## src/rtl/seg7_scan_ctrl.sv

```systemverilog
// seg7_scan_ctrl: time-multiplexed scan controller for an 8-digit common-anode
// seven-segment display. Hex nibbles are decoded to active-low segments and
// each digit is lit in turn, preceded by an all-off blanking gap. New data is
// written through a valid/ready port into a shadow register and only becomes
// visible at a frame boundary, so a frame never mixes old and new values.
//
// Optional build macro: SEG7_SCAN_LZB_EN enables leading-zero blanking.
//
// state | meaning
// ------+---------------------------------------------------------------
// BLANK | all digits and segments off for GAP_CYC clocks before a digit
// SHOW  | digit idx lit with its decoded nibble for TICK_DIV clocks
module seg7_scan_ctrl #(
    parameter int TICK_DIV = 100000,
    parameter int GAP_CYC  = 8,
    parameter int N_DIGITS = 8
) (
    input  logic        clk,
    input  logic        clr,
    input  logic        wr_en,
    input  logic [31:0] wr_data,
    input  logic [7:0]  wr_dp,
    output logic        wr_ready,
    output logic [7:0]  an,
    output logic [6:0]  a_to_g,
    output logic        dp,
    output logic        frame_done
);

    localparam int CNT_MAX = (TICK_DIV > GAP_CYC) ? TICK_DIV : GAP_CYC;
    localparam int CNT_W   = (CNT_MAX > 1) ? $clog2(CNT_MAX) : 1;

    localparam logic [CNT_W-1:0] SHOW_LAST = CNT_W'(TICK_DIV - 1);
    localparam logic [CNT_W-1:0] GAP_LAST  = CNT_W'(GAP_CYC - 1);
    localparam logic [2:0]       LAST_IDX  = 3'(N_DIGITS - 1);

    typedef enum logic {
        ST_BLANK,
        ST_SHOW
    } state_t;

    state_t           state, state_nxt;
    logic [2:0]       idx, idx_nxt;
    logic [CNT_W-1:0] cnt, cnt_nxt;
    logic             boundary;

    logic             pending;
    logic [31:0]      shadow_data;
    logic [7:0]       shadow_dp;
    logic [31:0]      active_data;
    logic [7:0]       active_dp;
    logic             accept;
    logic             commit;

    logic [7:0]       an_nxt;
    logic [6:0]       seg_nxt;
    logic             dp_nxt;
    logic             lit;

    // Hex nibble to active-low abcdefg pattern (bit 6 = a).
    function automatic logic [6:0] decode(input logic [3:0] nib);
        logic [6:0] seg;
        case (nib)
            4'h0:    seg = 7'b0000001;
            4'h1:    seg = 7'b1001111;
            4'h2:    seg = 7'b0010010;
            4'h3:    seg = 7'b0000110;
            4'h4:    seg = 7'b1001100;
            4'h5:    seg = 7'b0100100;
            4'h6:    seg = 7'b0100000;
            4'h7:    seg = 7'b0001111;
            4'h8:    seg = 7'b0000000;
            4'h9:    seg = 7'b0000100;
            4'hA:    seg = 7'b0001000;
            4'hB:    seg = 7'b1100000;
            4'hC:    seg = 7'b0110001;
            4'hD:    seg = 7'b1000010;
            4'hE:    seg = 7'b0110000;
            default: seg = 7'b0111000;
        endcase
        return seg;
    endfunction

`ifdef SEG7_SCAN_LZB_EN
    // Index of the most significant nonzero nibble; 0 when all are zero so
    // digit 0 always stays lit.
    function automatic logic [2:0] msnz(input logic [31:0] data);
        logic [2:0] top;
        top = 3'd0;
        for (int i = 0; i < N_DIGITS; i++) begin
            if (data[i*4 +: 4] != 4'h0) begin
                top = 3'(i);
            end
        end
        return top;
    endfunction
`endif

    assign wr_ready = ~pending;
    assign accept   = wr_en & ~pending;
    assign commit   = boundary & pending;

    // Scan sequencing: slot timer, digit index and frame boundary detect.
    always_comb begin
        state_nxt = state;
        idx_nxt   = idx;
        cnt_nxt   = cnt + 1'b1;
        boundary  = 1'b0;
        case (state)
            ST_BLANK: begin
                if (cnt == GAP_LAST) begin
                    state_nxt = ST_SHOW;
                    cnt_nxt   = '0;
                end
            end
            ST_SHOW: begin
                if (cnt == SHOW_LAST) begin
                    state_nxt = ST_BLANK;
                    cnt_nxt   = '0;
                    if (idx == LAST_IDX) begin
                        idx_nxt  = 3'd0;
                        boundary = 1'b1;
                    end else begin
                        idx_nxt = idx + 3'd1;
                    end
                end
            end
            default: begin
                state_nxt = ST_BLANK;
                idx_nxt   = 3'd0;
                cnt_nxt   = '0;
            end
        endcase
    end

    // Display outputs for the upcoming state; registered below so they switch
    // on the same edge as the state. SHOW is never entered on a commit edge,
    // so the current active registers are the ones to display.
    always_comb begin
        an_nxt  = 8'hFF;
        seg_nxt = 7'h7F;
        dp_nxt  = 1'b1;
        lit     = 1'b1;
`ifdef SEG7_SCAN_LZB_EN
        lit     = (idx_nxt <= msnz(active_data));
`endif
        if (state_nxt == ST_SHOW && lit) begin
            an_nxt[idx_nxt] = 1'b0;
            seg_nxt         = decode(active_data[idx_nxt*4 +: 4]);
            dp_nxt          = ~active_dp[idx_nxt];
        end
    end

    // Scan state, slot timer and registered display outputs.
    always_ff @(posedge clk or posedge clr) begin
        if (clr) begin
            state      <= ST_BLANK;
            idx        <= 3'd0;
            cnt        <= '0;
            an         <= 8'hFF;
            a_to_g     <= 7'h7F;
            dp         <= 1'b1;
            frame_done <= 1'b0;
        end else begin
            state      <= state_nxt;
            idx        <= idx_nxt;
            cnt        <= cnt_nxt;
            an         <= an_nxt;
            a_to_g     <= seg_nxt;
            dp         <= dp_nxt;
            frame_done <= boundary;
        end
    end

    // Shadow capture on handshake; shadow moves to active only at a frame
    // boundary. A write accepted on the boundary edge itself waits a frame.
    always_ff @(posedge clk or posedge clr) begin
        if (clr) begin
            pending     <= 1'b0;
            shadow_data <= '0;
            shadow_dp   <= '0;
            active_data <= '0;
            active_dp   <= '0;
        end else begin
            if (commit) begin
                active_data <= shadow_data;
                active_dp   <= shadow_dp;
                pending     <= 1'b0;
            end else if (accept) begin
                shadow_data <= wr_data;
                shadow_dp   <= wr_dp;
                pending     <= 1'b1;
            end
        end
    end

endmodule

```

## config.mk

```make
export PLATFORM = sky130hd
export DESIGN_NAME = seg7_scan_ctrl
export DESIGN_NICKNAME = d
export VERILOG_FILES = /design/src/rtl/seg7_scan_ctrl.sv
export SDC_FILE = /design/constraint.sdc
export NUM_CORES = 1
export LEC_CHECK = 0
export BUFFER_PORTS_ARGS = -buffer_cell sky130_fd_sc_hd__buf_4
export CELL_PAD_IN_SITES_DETAIL_PLACEMENT = 0
export CELL_PAD_IN_SITES_GLOBAL_PLACEMENT = 1
export CORE_AREA = 2 2 86 170
export DETAILED_ROUTE_END_ITERATION = 8
export DIE_AREA = 0 0 88 172
export PLACE_DENSITY = 0.75
export REMOVE_ABC_BUFFERS = 1
export SYNTH_ARGS = -nofsm -noshare
export SYNTH_HDL_FRONTEND = slang
export SYNTH_SLANG_ARGS = --single-unit
```

## constraint.sdc

```tcl
create_clock -name clk -period 8 [get_ports clk]
set_input_delay 0 -clock clk [delete_from_list [all_inputs] [get_ports clk]]
set_output_delay 0 -clock clk [all_outputs]
set_load 0.02 [all_outputs]
```

Yosys cells after proc, flatten, opt, wreduce, memory -nomap -nowiden
Memory sizes are Yosys's and may differ from the RTL's. Cells that the tools add are included.

Bits in registers: 119. Memory bits (read-only): 112. Output and inout bits: 18. Logic and storage cells: 52. Memories kept: 1.

$add $sub $neg: 2. Order comparisons: 2. Equality and inequality tests: 3. Shift-type cells: 1. Multiplexer cells: 21. Bitwise logic cells: 7. Reduce and logical (&&, ||, !) cells: 3.

Memories: (name not given) (words 16, bits a word 7, read ports 1, clocked after Yosys merged registers in 0, write ports 0, line 63) `case (nib)`.

Operators by type and width (number): two-way mux 17 bit (2); case mux 17 bit (2 select lines) (1); variable part select 32 x 6 -> 4 bit (1); adder 17 x 1 -> 17 bit (second input constant) (1); equality test 17 bit (second input constant) (1); equality test 17 x 3 -> 1 bit (second input constant) (1); two-way mux 1 bit (10); two-way mux 3 bit (3); two-way mux 8 bit (1); inverter 8 bit (1); two-way mux 7 bit (1); < comparator 3 x 4 -> 1 bit (second input constant) (1); inverter 1 bit (4); adder 3 x 1 -> 3 bit (second input constant) (1); binary-select mux 1 bit (select 3 bit) (1); demux 1 bit (select 3 bit) (1); equality test 3 bit (second input constant) (1); >= comparator 3 x 1 -> 1 bit (second input constant) (1); bitwise AND 1 bit (2); case mux 1 bit (2 select lines) (1); AND reduction 2 bit (1); nonzero test 2 bit (1); logical AND 1 bit (1).

Longest topological paths before layout
Depth in word-level cells: 10. Depth in mapped cells: 15. Mapped depth without buffers: 14.

Worst setup path after synthesis
Ideal clock, no wire load.

Kind: register to register. Start: register cnt[11]. End: register a_to_g[3]. Library setup time: 0.087 ns. Data arrival time: 3.440 ns. Data required time: 7.913 ns. Path slack: 4.473 ns. Cell stages (with the launch flop): 14. Period minus slack after synthesis: 3.527 ns. Cells stage by stage: dfrtp_1 > or4_4 > or4_1 > buf_4 > nor2_8 > mux2_4 > buf_6 > mux2_2 > o221ai_2 > inv_1 > ha_1 > mux2_2 > nor3_1 > a31oi_1.

Longest elaborated chain between the ends: 6. Elaborated cells on any way between the ends: 10. Classes of those cells: 2 x eq/ne; 1 x shift; 6 x mux; 1 x memory.

Ends and longest elaborated chain: from (decl) (line 44) `logic [CNT_W-1:0] cnt, cnt_nxt;`; from (signal assigned) (line 167) `cnt <= cnt_nxt;`; equality test 17 bit (line 117) `if (cnt == SHOW_LAST) begin`; two-way mux 3 bit (line 117); two-way mux 3 bit (line 109) `case (state)`; net idx_nxt[1] (line 43) `logic [2:0] idx, idx_nxt;`; variable part select 32 x 6 -> 4 bit (line 149) `seg_nxt = decode(active_data[idx_nxt*4 +: 4]);`; memory read (16 x 7 bit); two-way mux 7 bit (line 147) `if (state_nxt == ST_SHOW && lit) begin`; net seg_nxt[3] (line 56) `logic [6:0] seg_nxt;`; to (signal assigned) (line 169) `a_to_g <= seg_nxt;`; to (decl) (line 25) `output logic [6:0] a_to_g,`.

The timed path passes the listed nets, and every way through them passes these cells. A chain may end at the register's enable or synchronous reset.

Final worst setup path
Start: register cnt[11]. End: register a_to_g[3].

Longest elaborated chain between the ends: 6. Elaborated cells on any way between the ends: 10. Classes of those cells: 2 x eq/ne; 1 x shift; 6 x mux; 1 x memory.

Ends and longest elaborated chain (line): equality test 17 bit (117); two-way mux 3 bit (117); two-way mux 3 bit (109); variable part select 32 x 6 -> 4 bit (149); memory read (16 x 7 bit); two-way mux 7 bit * (147); net seg_nxt[3] (56).

Mark *: on every way through the listed nets, which the timed path passes. The rest lies on a longest branch.

==> results.toml <==
[outcome]
status = "complete, no violations"

[timing]
clock.fmax_ghz = 0.256
final-setup-viol-count = 0
rsz0062_at_grt = "false"
tightest_slew_ns = 1.19
finalWorstSetupSlack_ns = 4.09
final.setup.tns_ns = 0
hold_viol_final = 0
hold_slack_ns = 0.267
timing.final.crit_share_pct = 48.9
finalCriticalPeriod_ns = 3.91
relSlewSlack_pct = 20.7
finalClockSkew_ns = 0.0167
slew_violations = 0

[yosys]
async_flop_share_pct = 100
synthFlopType = "dfrtp_1"
syn_area_um2 = 5430
synth_edf_count = 0
synth_seq_cells = 119
synth_seq_area_share_pct = 55.2
synthDistinctLibCells = 55
syn_inst = 428
synth.avg_cell_area_um2 = 12.7
yosys_warnings = 0

[flow_run]
max_cap_violations = 0

[clock_network]
clock_latency_ns = 0.41
cts_resized = 0
cts_tree = "yes"
cts.clk_slew.worst_paths_ns = 0.06
cts.sinks = 119
tritoncts.num_buffers = 17
h-tree-depth = 4
root_buffer = "clkbuf_16"
holdBufCountCts = 42
post_cts_buffers = 0
cts_max_path_buffers = 2

[placed_design]
place.gp.congestion = 0.787
portBuffers = 60
dpl_cell_area_um2 = 6030
hpwl_mm = 7.96
dpl_worst_slack_ns = 4.09

[route]
via_per_inst = 4.98
drt_iter0_drc = 166
dr.pass1.iters = 4
wl_mm = 11.5
ant_nets = 0
wl_per_cell_um = 15.7
num_vias = 3645
drc = 0

[power]
p_leak_nw = 3.19
p_seq_share_pct = 44.3
vdd_drop_max_mv = 0.126
clkPwrFrac_pct = 51.1
power_mw = 1.44
p_per_area_nw_per_um2 = 205
switching_power_mw = 0.319
switching_share_pct = 22.1
intPower_mw = 1.13
combPwrFrac_pct = 4.6

[global_route]
grt_pass1_vias = 3885
grt_max_degree = 65
grt_remaining_overflow = 0
grt_usage_pct = 16.7
antenna_found_initial = 0
grt_pass1_wl_mm = 19.2

[setup_path]
crit_required_ns = 8.31
critPathLaunch = "cnt[11]"
crit_path_start_kind = "register"
path_cells = "or4_4, or4_1, nor2_8, mux2_4, mux2_2, o221ai_2, inv_1, ha_1, mux2_2, nor3_1, a31oi_1"
cp_slowest_stage_delay_ns = 0.68
r2r-start = "cnt[11]"
worstSetupPathType = "reg2reg"
critical_path_buf_inv_count = 1
critical_path.endpoint_type = "register"
arrival_ns = 4.22
cp_slowest_cell = "or4_1"
critPathMaxFanout = 13
crit_family = "simple AND/OR/NAND/NOR gates"
cp_common_cell = "mux2_2"
r2r_setup_slack_ns = 4.09

[die]
std_cell_rows = 61
dieWidth_um = 88
die_y_um = 172
coreArea_um2 = 13800
dieArea_um2 = 15100
start_util_pct = 39.3
io_pins = 61

[final_layout]
finalInstanceArea_um2 = 7040
area_delta_synth_final_pct = 29.6
drive_gt1_share_pct = 39.4
antennaDiodeCount = 0
final_net_count = 582

[min_path]
hold_class = "in2async"
==> power by group through the flow <==
| stage | clock network (mW) | logic (mW) | registers [mW] |
|---|---|---|---|
| after global routing | 0.780 | 0.0735 | 0.643 |
| after floorplan | 0 | 0.0292 | 0.643 |
| after CTS | 0.751 | 0.0676 | 0.641 |
| after detailed placement | 0 | 0.0511 | 0.651 |
| after global placement | 0 | 0.0490 | 0.650 |
| final | 0.738 | 0.0659 | 0.640 |
==> final timing paths <==
path | end | cells past startpoint
worst min register to register | cnt[14] | 1
worst max-delay path | a_to_g[3] | 11
worst min-delay path | cnt[16] | 3
max in group asynchronous | shadow_data[29] | 4
min in group clk | shadow_data[1] | 3
worst max register to register | a_to_g[3] | 11
==> synth_stat cells, types with 3 or more instances <==
master	count	area, µm²
o221ai_1	3	26.3
dfrtp_1	103	2580
and3_1	6	37.5
mux2i_1	13	130
mux2_2	90	1010
nor2_1	22	82.6
nor2b_1	3	18.8
dfstp_2	16	420
o21ai_0	4	20.0
xor2_1	8	70.1
nand2b_1	10	62.6
a311oi_1	3	26.3
inv_1	10	37.5
nand4_1	3	18.8
ha_1	9	113
a21oi_1	11	55.1
nand3_1	16	80.1
nor3_1	4	20.0
clkbuf_1	11	41.3
a211oi_1	3	22.5
buf_2	4	20.0
o221ai_2	4	60.1
nand2_1	29	109
xnor2_1	6	52.6
==> registers in the layout, indices dropped and copies added, names as in the netlist <==
register / cells
a_to_g: 7
dp: 1
shadow_data: 32
shadow_dp: 8
an: 8
state: 1
active_data: 32
active_dp: 8
pending: 1
cnt: 17
frame_done: 1
idx: 3
==> per-layer routing <==
layer / vias to the layer above / GRT usage, % / part of all wire (%)
met1: 1843 / 18.5 / 38
met2: 58 / 30.3 / 58
met3: 9 / 3.48 / 2.2
li1: 1735 / - / -
met5: - / 0 / 0
met4: 0 / 6.82 / 1.3
==> placed cells by master (no fill, tap or decap), types with 4 or more instances in the layout <==
| master | netlist | layout |
|---|---|---|
| dfrtp_1 | 103 | 103 |
| mux2_2 | 90 | 90 |
| buf_4 | 2 | 61 |
| dlygate4sd3_1 | 0 | 42 |
| nand2_1 | 29 | 29 |
| nor2_1 | 22 | 22 |
| clkbuf_16 | 0 | 17 |
| nand3_1 | 16 | 16 |
| dfstp_2 | 16 | 16 |
| mux2i_1 | 13 | 13 |
| a21oi_1 | 11 | 11 |
| nand2b_1 | 10 | 10 |
| inv_1 | 10 | 9 |
| ha_1 | 9 | 9 |
| xor2_1 | 8 | 8 |
| xnor2_1 | 6 | 6 |
| and3_1 | 6 | 5 |
| o221ai_2 | 4 | 4 |
| nor3_1 | 4 | 4 |
| o21ai_0 | 4 | 4 |
| inv_6 | 0 | 4 |
==> cell families after synthesis <==
group | Yosys count | share of synthesized area, %
XOR/XNOR | 14 | 2.26
AO/OA/AOI/OAI | 42 | 5.85
adder cells (fa/ha/maj) | 9 | 2.07
buffers and inverters | 31 | 2.67
AND/OR/NAND/NOR | 109 | 10.6
flip-flops | 119 | 55.2
multiplexers | 104 | 21.3
==> metrics by stage <==
step                      util (%)  cells
after global routing          50.9    732
after global placement        43.7    658
after floorplan                  -    408
final                         50.9    732
after detailed placement      43.7    658
after CTS                     50.9    732
==> worst register-to-register path: stages, from the launching register on <==
cell and delay, ns:
dfrtp_1 0.43, or4_4 0.58, or4_1 0.68, nor2_8 0.24, mux2_4 0.42, mux2_2 0.32
o221ai_2 0.30, inv_1 0.12, ha_1 0.24, mux2_2 0.28, nor3_1 0.15, a31oi_1 0.07
==> layout make-up <==
type / instances / area, µm²
Fill cell: 1201 / 6780
Sequential cell: 119 / 3000
Multi-Input combinational cell: 278 / 2290
Timing Repair Buffer: 103 / 878
Clock buffer: 20 / 467
Tap cell: 189 / 236
Clock inverter: 12 / 116
Inverter: 11 / 45.0
(Power assumes the default switching activity.)
